`src/rtl/gray_cnt_rx.sv`:
```
// Consumer-side receiver for a gray-coded cross-domain event counter: synchronises, decodes and
// presents each increment as a valid/ready event. Optional macro GRAY_CNT_RX_CHECK_EN adds a sticky illegal-transition flag.
module gray_cnt_rx #(
  parameter int W    = 8,
  parameter int SYNC = 2
) (
  input  logic         clk_b,
  input  logic         rst_b,
  input  logic [W-1:0] gray_in,
  input  logic         flush,
  input  logic         ev_ready,
  output logic         ev_valid,
  output logic [W-1:0] ev_seq,
  output logic [W-1:0] pending,
  output logic         rdy,
  output logic         err
);

  localparam int CW = $clog2(SYNC + 2);

  typedef enum logic [1:0] {
    S_INIT  = 2'd0,
    S_ALIGN = 2'd1,
    S_RUN   = 2'd2
  } state_t;

  state_t        r_state;
  state_t        w_state_nxt;
  logic [CW-1:0] r_init_cnt;
  logic [W-1:0]  r_gray_sync [SYNC];
  logic [W-1:0]  r_cnt_seen;
  logic [W-1:0]  r_cnt_rd;
  logic          w_run;
  logic          w_accept;

  function automatic logic [W-1:0] gray2bin(input logic [W-1:0] g);
    logic [W-1:0] b;
    b        = '0;
    b[W-1]   = g[W-1];
    for (int i = W - 2; i >= 0; i--) begin
      b[i] = b[i+1] ^ g[i];
    end
    return b;
  endfunction

  // Synchroniser chain followed by the registered binary decode
  always_ff @(posedge clk_b) begin
    if (rst_b) begin
      for (int i = 0; i < SYNC; i++) begin
        r_gray_sync[i] <= '0;
      end
      r_cnt_seen <= '0;
    end else begin
      r_gray_sync[0] <= gray_in;
      for (int i = 1; i < SYNC; i++) begin
        r_gray_sync[i] <= r_gray_sync[i-1];
      end
      r_cnt_seen <= gray2bin(r_gray_sync[SYNC-1]);
    end
  end

  always_ff @(posedge clk_b) begin
    if (rst_b) begin
      r_state    <= S_INIT;
      r_init_cnt <= '0;
    end else begin
      r_state <= w_state_nxt;
      if (r_state == S_INIT) begin
        r_init_cnt <= r_init_cnt + 1'b1;
      end
    end
  end

  // INIT waits until the chain and cnt_seen hold real samples
  always_comb begin
    w_state_nxt = r_state;
    case (r_state)
      S_INIT:  if (r_init_cnt == CW'(SYNC)) w_state_nxt = S_ALIGN;
      S_ALIGN: w_state_nxt = S_RUN;
      S_RUN:   w_state_nxt = S_RUN;
      default: w_state_nxt = S_INIT;
    endcase
  end

  always_comb begin
    w_run    = (r_state == S_RUN);
    rdy      = w_run;
    pending  = r_cnt_seen - r_cnt_rd;
    ev_valid = w_run && (pending != '0);
    ev_seq   = r_cnt_rd;
    w_accept = ev_valid && ev_ready;
  end

  // Alignment and flush both snap the read pointer to the registered seen count
  always_ff @(posedge clk_b) begin
    if (rst_b) begin
      r_cnt_rd <= '0;
    end else if (r_state == S_ALIGN) begin
      r_cnt_rd <= r_cnt_seen;
    end else if (w_run && flush) begin
      r_cnt_rd <= r_cnt_seen;
    end else if (w_accept) begin
      r_cnt_rd <= r_cnt_rd + 1'b1;
    end
  end

`ifdef GRAY_CNT_RX_CHECK_EN
  logic [W-1:0] r_gray_prev;
  logic         r_err;

  function automatic int unsigned popcnt(input logic [W-1:0] v);
    int unsigned n;
    n = 0;
    for (int i = 0; i < W; i++) begin
      n += int'(v[i]);
    end
    return n;
  endfunction

  always_ff @(posedge clk_b) begin
    if (rst_b) begin
      r_gray_prev <= '0;
      r_err       <= 1'b0;
    end else begin
      r_gray_prev <= r_gray_sync[SYNC-1];
      if (w_run && (popcnt(r_gray_prev ^ r_gray_sync[SYNC-1]) > 1)) begin
        r_err <= 1'b1;
      end
    end
  end

  assign err = r_err;
`else
  assign err = 1'b0;
`endif

endmodule

```
`config.mk`:
```
export PLATFORM = sky130hd
export DESIGN_NAME = gray_cnt_rx
export DESIGN_NICKNAME = d
export VERILOG_FILES = /design/src/rtl/gray_cnt_rx.sv
export SDC_FILE = /design/constraint.sdc
export NUM_CORES = 1
export LEC_CHECK = 0
export CORE_ASPECT_RATIO = 1.5
export CORE_MARGIN = 3
export CORE_UTILIZATION = 30
export CTS_BUF_LIST = sky130_fd_sc_hd__clkbuf_8
export DETAILED_ROUTE_END_ITERATION = 8
export HOLD_SLACK_MARGIN = 0.05
export SLEW_MARGIN = 25
export SYNTH_ARGS = -nofsm -noshare
export SYNTH_HDL_FRONTEND = slang
export SYNTH_SLANG_ARGS = --single-unit
```
`constraint.sdc`:
```
create_clock -name clk_b -period 7.6 [get_ports clk_b]
set_input_delay 1.52 -clock clk_b [delete_from_list [all_inputs] [get_ports clk_b]]
set_output_delay 1.52 -clock clk_b [all_outputs]
set_load 0.03 [all_outputs]
```
==> results of run 1 <==
## report_power, final
group	total, mW	leakage, nW	switching [mW]	internal (mW)
combinational	0.637	0.573	0.370	0.267
clock	0.161	0.0541	0.0645	0.0969
sequential	0.266	0.297	0.0402	0.226
## cells in the final DEF (no fill, tap or decap), drive strengths merged, types with 2 or more instances in the layout
cell           count
and2               2
nor2b             18
nand2b             4
xor2               7
a21oi              5
ha                13
nand3              2
clkdlybuf4s50     29
inv               15
mux2i              5
dfxtp             36
nor3b              2
o22ai              2
or3                6
and3               2
xnor2              5
a311oi             4
nor2              24
a211oi             5
clkbuf             5
o21ai             10
nand2              4
a21o               3
## state kept, by name, indices dropped and copies added (netlist names)
signal and flops:
r_gray_sync 16, r_cnt_seen 8, r_init_cnt 2, ev_seq 8
r_state 2
## layer usage
layer  up-vias  GRT usage (%)
li1        717              -
met1       640           9.95
met2        28           20.9
met3         6           2.88
met4         0           5.26
met5         -              0
## cells by family (layout without fill, tap and decap cells)
group,Yosys count,count (layout),share of synthesized area [%]
flip-flops,36,36,39.8
adder cells (fa/ha/maj),14,14,10.1
multiplexers,5,5,2.76
XOR/XNOR,13,13,7.12
AND/OR/NAND/NOR,67,67,19.6
buffers and inverters,22,53,4.84
other,1,1,0.207
AO/OA/AOI/OAI,36,36,15.5
## final timing paths
kind	start	to	cells after the start
max	ev_seq[0]$_SDFFE_PP0P_	ev_valid	9
min	r_gray_sync[0][4]$_SDFF_PP0_	r_gray_sync[0][12]$_SDFF_PP0_	1
min reg2reg	r_gray_sync[0][4]$_SDFF_PP0_	r_gray_sync[0][12]$_SDFF_PP0_	1
max reg2reg	ev_seq[0]$_SDFFE_PP0P_	ev_seq[0]$_SDFFE_PP0P_	10
## layout make-up
class                      count  share of cell area (%)
timing repair buffer          30                    13.0
sequential                    36                    31.6
inverter                      15                    2.47
multi-input combinational    136                    44.1
tap                           72                    3.95
clock buffer                   5                    3.02
clock inverter                 3                    1.86
==> results.py, run 1 <==
metrics = {
    "outcome": {
        "status": "complete, no violations",
    },
    "clock_network": {
        "cts_resized": 0,
        "postCtsSetupBuffers": 0,
        "cts_sinks": 36,
        "htree_levels": 2,
        "root_buffer": "clkbuf_8",
        "numCtsBuffers": 5,
        "cts.clk_slew.worst_paths_ns": 0.07,
        "clock_latency_ns": 0.28,
        "ctsHoldBuffers": 0,
        "cts_tree": "yes",
        "cts.path.max_buffers": 2,
    },
    "timing": {
        "post-route-period-util_pct": 63.6,
        "hold_viol": 0,
        "period_minus_slack_ns": 4.83,
        "fmax_mhz": 207,
        "slew_violations": 0,
        "max_slew_margin_pct": 57.0,
        "worstMarginPinSlew_ns": 0.645,
        "skew_ns": 0.00452,
        "fin_tns_setup_ns": 0,
        "setup_slack_ns": 2.77,
        "rsz0062_at_grt": "no",
        "hold_ws_ns": 0.437,
        "setup_viol": 0,
    },
    "synthesis": {
        "synth_area_leaders": "dfxtp_1 40%, ha_1 9.0%, nor2b_1 6.2%",
        "yosys-top-cells-count": "36 x dfxtp_1, 24 x nor2_1, 18 x nor2b_1",
        "synth_edf_count": 0,
        "synth-main-ff-cell": "dfxtp_1",
        "ys_seq_elements": 36,
        "syn-mean-instance-area_sq_um": 9.33,
        "yosysMostFrequentCell": "dfxtp_1",
        "yosysTopAreaCell": "dfxtp_1",
        "netlist.area_leader.share_pct": 39.8,
        "synthDistinctLibCells": 42,
        "synth_area_sq_um": 1810,
        "yosysWarnings": 0,
        "postSynthCellCount": 194,
        "seq_area_frac_synth_pct": 39.8,
        "synthArstFlopShare_pct": 0,
        "syn_nets": 220,
    },
    "routing": {
        "postRouteAntennaNets": 0,
        "dr_wl_met2_mm": 1.94,
        "wl_met1_mm": 1.38,
        "wirelength_mm": 3.52,
        "wl_per_cell_um": 11.8,
        "post-route-drc-count": 0,
        "drt_iter0_drc": 36,
        "via_per_inst": 4.68,
        "vias": 1391,
        "routed.top_layer": "met4",
        "met3WireLength_um": 132,
        "first_pass_iters": 4,
    },
    "setup_path": {
        "cp_slowest_stage_delay_ns": 0.59,
        "startpoint_type": "flop",
        "criticalPathCategory": "reg2out",
        "path_cells": "ha_1, inv_1, fa_1, a211oi_1, nor2_1, xor2_1, a2111o_1, o21a_1, clkdlybuf4s50_1",
        "reg2reg_slack_ns": 4.59,
        "cp_top_family": "compound AO/OA/AOI/OAI gates",
        "worstPathArrival_ns": 3.31,
        "critPathRequiredTime_ns": 6.08,
        "crit_path_end_kind": "output port",
        "slowest_stage": "clkdlybuf4s50_1",
        "crit_fanout": 7,
        "cp_num_buf_inv": 2,
    },
    "finish": {
        "final_area_sq_um": 2280,
        "multi_input_area_sq_um": 1010,
        "nFillCells": 572,
        "drive_gt1_share_pct": 6.67,
        "seq_area_sq_um": 721,
        "syn2layout_area_growth_pct": 26.1,
        "postLayoutCoreUtil_pct": 39.2,
        "instances_no_fill": 297,
        "nets": 250,
        "insertedDiodeCount": 0,
    },
    "power_and_ir_drop": {
        "p_per_area_nw_per_um2": 466,
        "power_mw": 1.06,
        "ir_drop_mv": 0.166,
        "total_leakage_power_nw": 0.924,
    },
    "global_route": {
        "grt-ovfl-total": 0,
        "grt_pass1_wl_mm": 5.92,
        "grt_max_degree": 38,
        "antenna_found_initial": 0,
        "first_global_vias": 1331,
        "grt.total_usage_pct": 10.6,
    },
    "die": {
        "core-area_sq_um": 5830,
        "dieArea_sq_um": 7020,
        "ioPinCount": 31,
        "rows": 34,
        "die_x_um": 69.4,
        "initial_core_util_pct": 31.1,
        "die_h_um": 101,
    },
    "placed_design": {
        "dp_hpwl_mm": 2.68,
        "dp_cells": 289,
        "placed_area_sq_um": 2170,
        "pre_cts_slack_ns": 3.11,
        "place.gp.congestion": 0.766,
        "io_buffer_count": 29,
    },
    "worst_hold_path": {
        "min_path_type": "reg2reg",
    },
    "flow_run": {
        "max_cap_violations": 0,
    },
}
No activity file was read; power rests on OpenSTA's default activity.
==> run 2: changes to the inputs <==
==> constraint.sdc (replaced) <==
create_clock -name clk_b -period 4.4 [get_ports clk_b]
set_input_delay 0.88 -clock clk_b [delete_from_list [all_inputs] [get_ports clk_b]]
set_output_delay 0.88 -clock clk_b [all_outputs]
set_load 0.03 [all_outputs]
==> run 2 against run 1 <==
First-iteration DRC count down 42%. Cell area unchanged. Core utilization unchanged. Critical path type unchanged. Largest power group unchanged.
==> results.py, run 2 (synthesis gave the netlist of run 1 again) <==
metrics = {
    "routing": {
        "post-route-drc-count": 0,
        "vias": 1376,
        "wl_per_cell_um": 11.4,
        "via_per_inst": 4.63,
        "postRouteAntennaNets": 0,
        "drt_iter0_drc": 21,
        "first_pass_iters": 4,
        "wirelength_mm": 3.39,
    },
    "global_route": {
        "antenna_found_initial": 0,
        "first_global_vias": 1283,
        "grt_pass1_wl_mm": 5.79,
        "grt_max_degree": 24,
        "grt-ovfl-total": 0,
        "grt.total_usage_pct": 10.3,
    },
    "finish": {
        "seq_area_sq_um": 721,
        "nFillCells": 607,
        "multi_input_area_sq_um": 1010,
        "final_common_cell": "dfxtp_1",
        "insertedDiodeCount": 0,
        "regMostFlops": "r_gray_sync",
        "nets": 250,
        "largest_reg_flops": 16,
        "syn2layout_area_growth_pct": 26.1,
        "drive_gt1_share_pct": 6.67,
        "final_cell_mix": "36 x dfxtp_1, 29 x clkdlybuf4s50_1, 24 x nor2_1, 18 x nor2b_1, 15 x inv_1",
    },
    "timing": {
        "hold_viol": 0,
        "fin_tns_setup_ns": 0,
        "fmax_mhz": 241,
        "slew_violations": 0,
        "worstMarginPinSlew_ns": 0.810,
        "setup_viol": 0,
        "skew_ns": 0.00376,
        "setup_slack_ns": 0.245,
        "max_slew_margin_pct": 45.8,
        "post-route-period-util_pct": 94.4,
        "period_minus_slack_ns": 4.15,
        "rsz0062_at_grt": "no",
    },
    "die": {
        "die_h_um": 101,
        "die_x_um": 69.4,
        "core-area_sq_um": 5830,
        "dieArea_sq_um": 7020,
        "initial_core_util_pct": 31.1,
        "rows": 34,
        "ioPinCount": 31,
    },
    "power_and_ir_drop": {
        "power_mw": 1.83,
        "p_per_area_nw_per_um2": 801,
        "ir_drop_mv": 0.251,
        "total_leakage_power_nw": 0.924,
    },
    "setup_path": {
        "critPathRequiredTime_ns": 3.52,
        "worstPathArrival_ns": 3.27,
        "slowest_stage": "clkdlybuf4s50_1",
        "startpoint_type": "flop",
        "criticalPathCategory": "reg2out",
        "cp_slowest_stage_delay_ns": 0.59,
        "crit_path_end_kind": "output port",
        "path_cells": "ha_1, inv_1, fa_1, a211oi_1, nor2_1, xor2_1, a2111o_1, o21a_1, clkdlybuf4s50_1",
        "crit_fanout": 7,
    },
    "placed_design": {
        "io_buffer_count": 29,
        "dp_hpwl_mm": 2.68,
        "pre_cts_slack_ns": 0.545,
        "place.gp.congestion": 0.785,
    },
    "worst_hold_path": {
        "min_path_type": "reg2reg",
    },
    "outcome": {
        "status": "complete, no violations",
    },
    "flow_run": {
        "max_cap_violations": 0,
    },
    "clock_network": {
        "cts_resized": 0,
        "postCtsSetupBuffers": 0,
        "numCtsBuffers": 5,
        "cts_tree": "yes",
        "root_buffer": "clkbuf_8",
        "clock_latency_ns": 0.28,
        "cts.clk_slew.worst_paths_ns": 0.07,
        "ctsHoldBuffers": 0,
        "cts_sinks": 36,
        "cts.path.max_buffers": 2,
        "htree_levels": 2,
    },
}
-- run 2: cell counts in the layout (fill, tap and decap cells not counted) --
No cell type changed its count.
-- run 2: layout make-up --
| cell class | count | share of cell area, % |
|---|---|---|
| Tap cell | 72 | 3.95 |
| Inverter | 15 | 2.47 |
| Clock inverter | 3 | 1.86 |
| Clock buffer | 5 | 3.02 |
| Multi-Input combinational cell | 136 | 44.1 |
| Timing Repair Buffer | 30 | 13.0 |
| Sequential cell | 36 | 31.6 |
-- run 2: per-layer routing --
layer,track usage (%),wire (um),up-vias
met4,4.51,58,0
met1,10.3,1350,621
met2,20.1,1830,30
met3,2.48,149,4
li1,-,-,721
met5,0,0,-
-- run 2: worst max-delay path, delay by kind of cell (launching register included) --
family	cells	cell delay, ns
DFF	1	0.46
AOI/OAI and AO/OA	3	1.04
and+or+nand+nor	1	0.11
buffers and inverters	2	0.64
adders and majority gates	2	0.60
xor gates and xnor gates	1	0.16
-- run 2: power by group --
part / internal, mW / switching [mW] / total, mW
combinational: 0.461 / 0.631 / 1.09
sequential: 0.390 / 0.0674 / 0.457
clock: 0.167 / 0.111 / 0.279
-- run 2: through the flow --
step           hold WS, ns  std cells  utilization, %  instance area, sq um
3_5_place_dp         0.420        289            37.2                  2170
4_1_cts              0.440        297            39.1                  2280
6_report             0.436        297            39.2                  2280
5_1_grt              0.454        297            39.2                  2280
2_1_floorplan        0.414        194               -                  1810
3_3_place_gp         0.419        289            37.2                  2170
-- run 2: final timing paths --
check / startpoint / to / slack [ns] / depth (start not counted)
setup / recovery: ev_seq[0]$_SDFFE_PP0P_ / ev_valid / 0.25 / 9
hold / removal: r_gray_sync[0][1]$_SDFF_PP0_ / r_gray_sync[0][9]$_SDFF_PP0_ / 0.44 / 1
setup reg to reg: ev_seq[0]$_SDFFE_PP0P_ / ev_seq[3]$_SDFFE_PP0P_ / 1.42 / 10
hold reg to reg: r_gray_sync[0][1]$_SDFF_PP0_ / r_gray_sync[0][9]$_SDFF_PP0_ / 0.44 / 1
==> run 3: changes to the inputs <==
--- a/config.mk
+++ b/config.mk
@@ -5,12 +5,12 @@
 export SDC_FILE = /design/constraint.sdc
 export NUM_CORES = 1
 export LEC_CHECK = 0
-export CORE_ASPECT_RATIO = 1.5
 export CORE_MARGIN = 3
 export CORE_UTILIZATION = 30
 export CTS_BUF_LIST = sky130_fd_sc_hd__clkbuf_8
 export DETAILED_ROUTE_END_ITERATION = 8
 export HOLD_SLACK_MARGIN = 0.05
+export SKIP_LAST_GASP = 1
 export SLEW_MARGIN = 25
 export SYNTH_ARGS = -nofsm -noshare
 export SYNTH_HDL_FRONTEND = slang
==> run 3 against run 2 <==
Setup slack better by 0.026 ns. Sequential share of layout area increased by 0.33 points. Core utilization grew 0.63 points. Maximum frequency grew 0.62%. Via count decreased by 1.8%. Register-to-register slack improved by 0.04 ns.
==> results.py, run 3 (synthesis gave the netlist of run 1 again) <==
metrics = {
    "flow_run": {
        "max_cap_violations": 0,
    },
    "routing": {
        "vias": 1351,
        "post-route-drc-count": 0,
        "wirelength_mm": 3.18,
        "wl_per_cell_um": 10.7,
        "postRouteAntennaNets": 0,
        "via_per_inst": 4.55,
        "drt_iter0_drc": 63,
        "first_pass_iters": 4,
    },
    "placed_design": {
        "io_buffer_count": 29,
        "place.gp.congestion": 0.800,
        "dp_hpwl_mm": 2.47,
    },
    "timing": {
        "setup_viol": 0,
        "worstMarginPinSlew_ns": 0.608,
        "max_slew_margin_pct": 59.5,
        "skew_ns": 0.00653,
        "fmax_mhz": 242,
        "post-route-period-util_pct": 93.8,
        "slew_violations": 0,
        "rsz0062_at_grt": "no",
        "hold_viol": 0,
        "period_minus_slack_ns": 4.13,
        "fin_tns_setup_ns": 0,
    },
    "setup_path": {
        "worstPathArrival_ns": 3.25,
        "criticalPathCategory": "reg2out",
        "crit_path_end_kind": "output port",
        "path_cells": "ha_1, inv_1, fa_1, a211oi_1, nor2_1, xor2_1, a2111o_1, o21a_1, clkdlybuf4s50_1",
        "rr_worst_depth": 10,
        "slowest_stage": "clkdlybuf4s50_1",
        "startpoint_type": "flop",
        "crit_fanout": 7,
        "critPathRequiredTime_ns": 3.52,
        "cp_slowest_stage_delay_ns": 0.58,
    },
    "clock_network": {
        "postCtsSetupBuffers": 0,
        "ctsHoldBuffers": 0,
        "clock_latency_ns": 0.28,
        "numCtsBuffers": 5,
        "cts.path.max_buffers": 2,
        "cts_sinks": 36,
        "htree_levels": 2,
        "root_buffer": "clkbuf_8",
        "cts_resized": 0,
        "cts_tree": "yes",
        "cts.clk_slew.worst_paths_ns": 0.07,
    },
    "power_and_ir_drop": {
        "total_leakage_power_nw": 0.918,
        "p_per_area_nw_per_um2": 780,
        "ir_drop_mv": 0.573,
    },
    "finish": {
        "largest_reg_flops": 16,
        "final_cell_mix": "36 x dfxtp_1, 29 x clkdlybuf4s50_1, 24 x nor2_1, 18 x nor2b_1, 15 x inv_1",
        "regMostFlops": "r_gray_sync",
        "syn2layout_area_growth_pct": 24.7,
        "final_common_cell": "dfxtp_1",
        "insertedDiodeCount": 0,
        "drive_gt1_share_pct": 6.67,
        "postLayoutCoreUtil_pct": 39.8,
        "nets": 250,
    },
    "die": {
        "die_h_um": 83.7,
        "core-area_sq_um": 5680,
        "die_x_um": 83.7,
        "initial_core_util_pct": 31.9,
        "rows": 27,
        "dieArea_sq_um": 7000,
        "ioPinCount": 31,
    },
    "global_route": {
        "grt-ovfl-total": 0,
        "grt_max_degree": 38,
        "grt.total_usage_pct": 9.38,
        "busiest_layer": "met2",
        "grt_pass1_wl_mm": 5.39,
        "first_global_vias": 1181,
        "antenna_found_initial": 0,
        "use_met3_pct": 3.65,
        "grtUsageMet1_pct": 11.6,
        "grt.met2_usage_pct": 14.5,
    },
    "worst_hold_path": {
        "holdPathStages": 1,
        "min_path_type": "reg2reg",
    },
    "outcome": {
        "status": "complete, no violations",
    },
}
## run 3: path summary, 6_finish.rpt
kind | slack (ns) | endpoint | startpoint
hold reg to reg | 0.43 | r_gray_sync[0][9]$_SDFF_PP0_ | r_gray_sync[0][1]$_SDFF_PP0_
setup / recovery | 0.27 | ev_valid | ev_seq[0]$_SDFFE_PP0P_
hold / removal | 0.43 | r_gray_sync[0][9]$_SDFF_PP0_ | r_gray_sync[0][1]$_SDFF_PP0_
setup reg to reg | 1.46 | ev_seq[1]$_SDFFE_PP0P_ | ev_seq[0]$_SDFFE_PP0P_
## run 3: worst max-delay path, delay by kind of cell (launching register included)
family	cells	cell delay (ns)
AOI/OAI and AO/OA	3	1.00
xor gates and xnor gates	1	0.17
adders and majority gates	2	0.60
buffers and inverters	2	0.63
DFF	1	0.46
and+or+nand+nor	1	0.10
## run 3: per-stage QoR
step	power, mW	instances	hold WS [ns]	area (sq um)	setup WS [ns]
final	1.76	297	0.435	2260	0.271
after global routing	1.89	297	0.456	2260	0.0721
after CTS	1.78	297	0.438	2250	0.238
after detailed placement	1.56	289	0.421	2170	0.572
after global placement	1.55	289	0.417	2170	0.607
after floorplan	1.21	194	0.414	1810	0.762
## run 3: area by class of cell
class	instances	area [sq um]
clock buffers	5	68.8
inverters	15	56.3
repair buffers	30	298
clock inverters	3	18.8
fillers	579	3420
flip-flops and latches	36	721
well taps	72	90.1
multi-input cells	136	1010
## run 3: where the power goes
group          leakage (nW)  internal, mW  switching (mW)
Clock                0.0479         0.110           0.111
Sequential            0.297         0.389          0.0666
Combinational         0.573         0.460           0.625
## run 3: routing by layer
metal	share of wire, %	up-vias
met5	0	-
met4	0.85	0
met3	6.8	4
met2	43	30
met1	49	601
li1	-	716
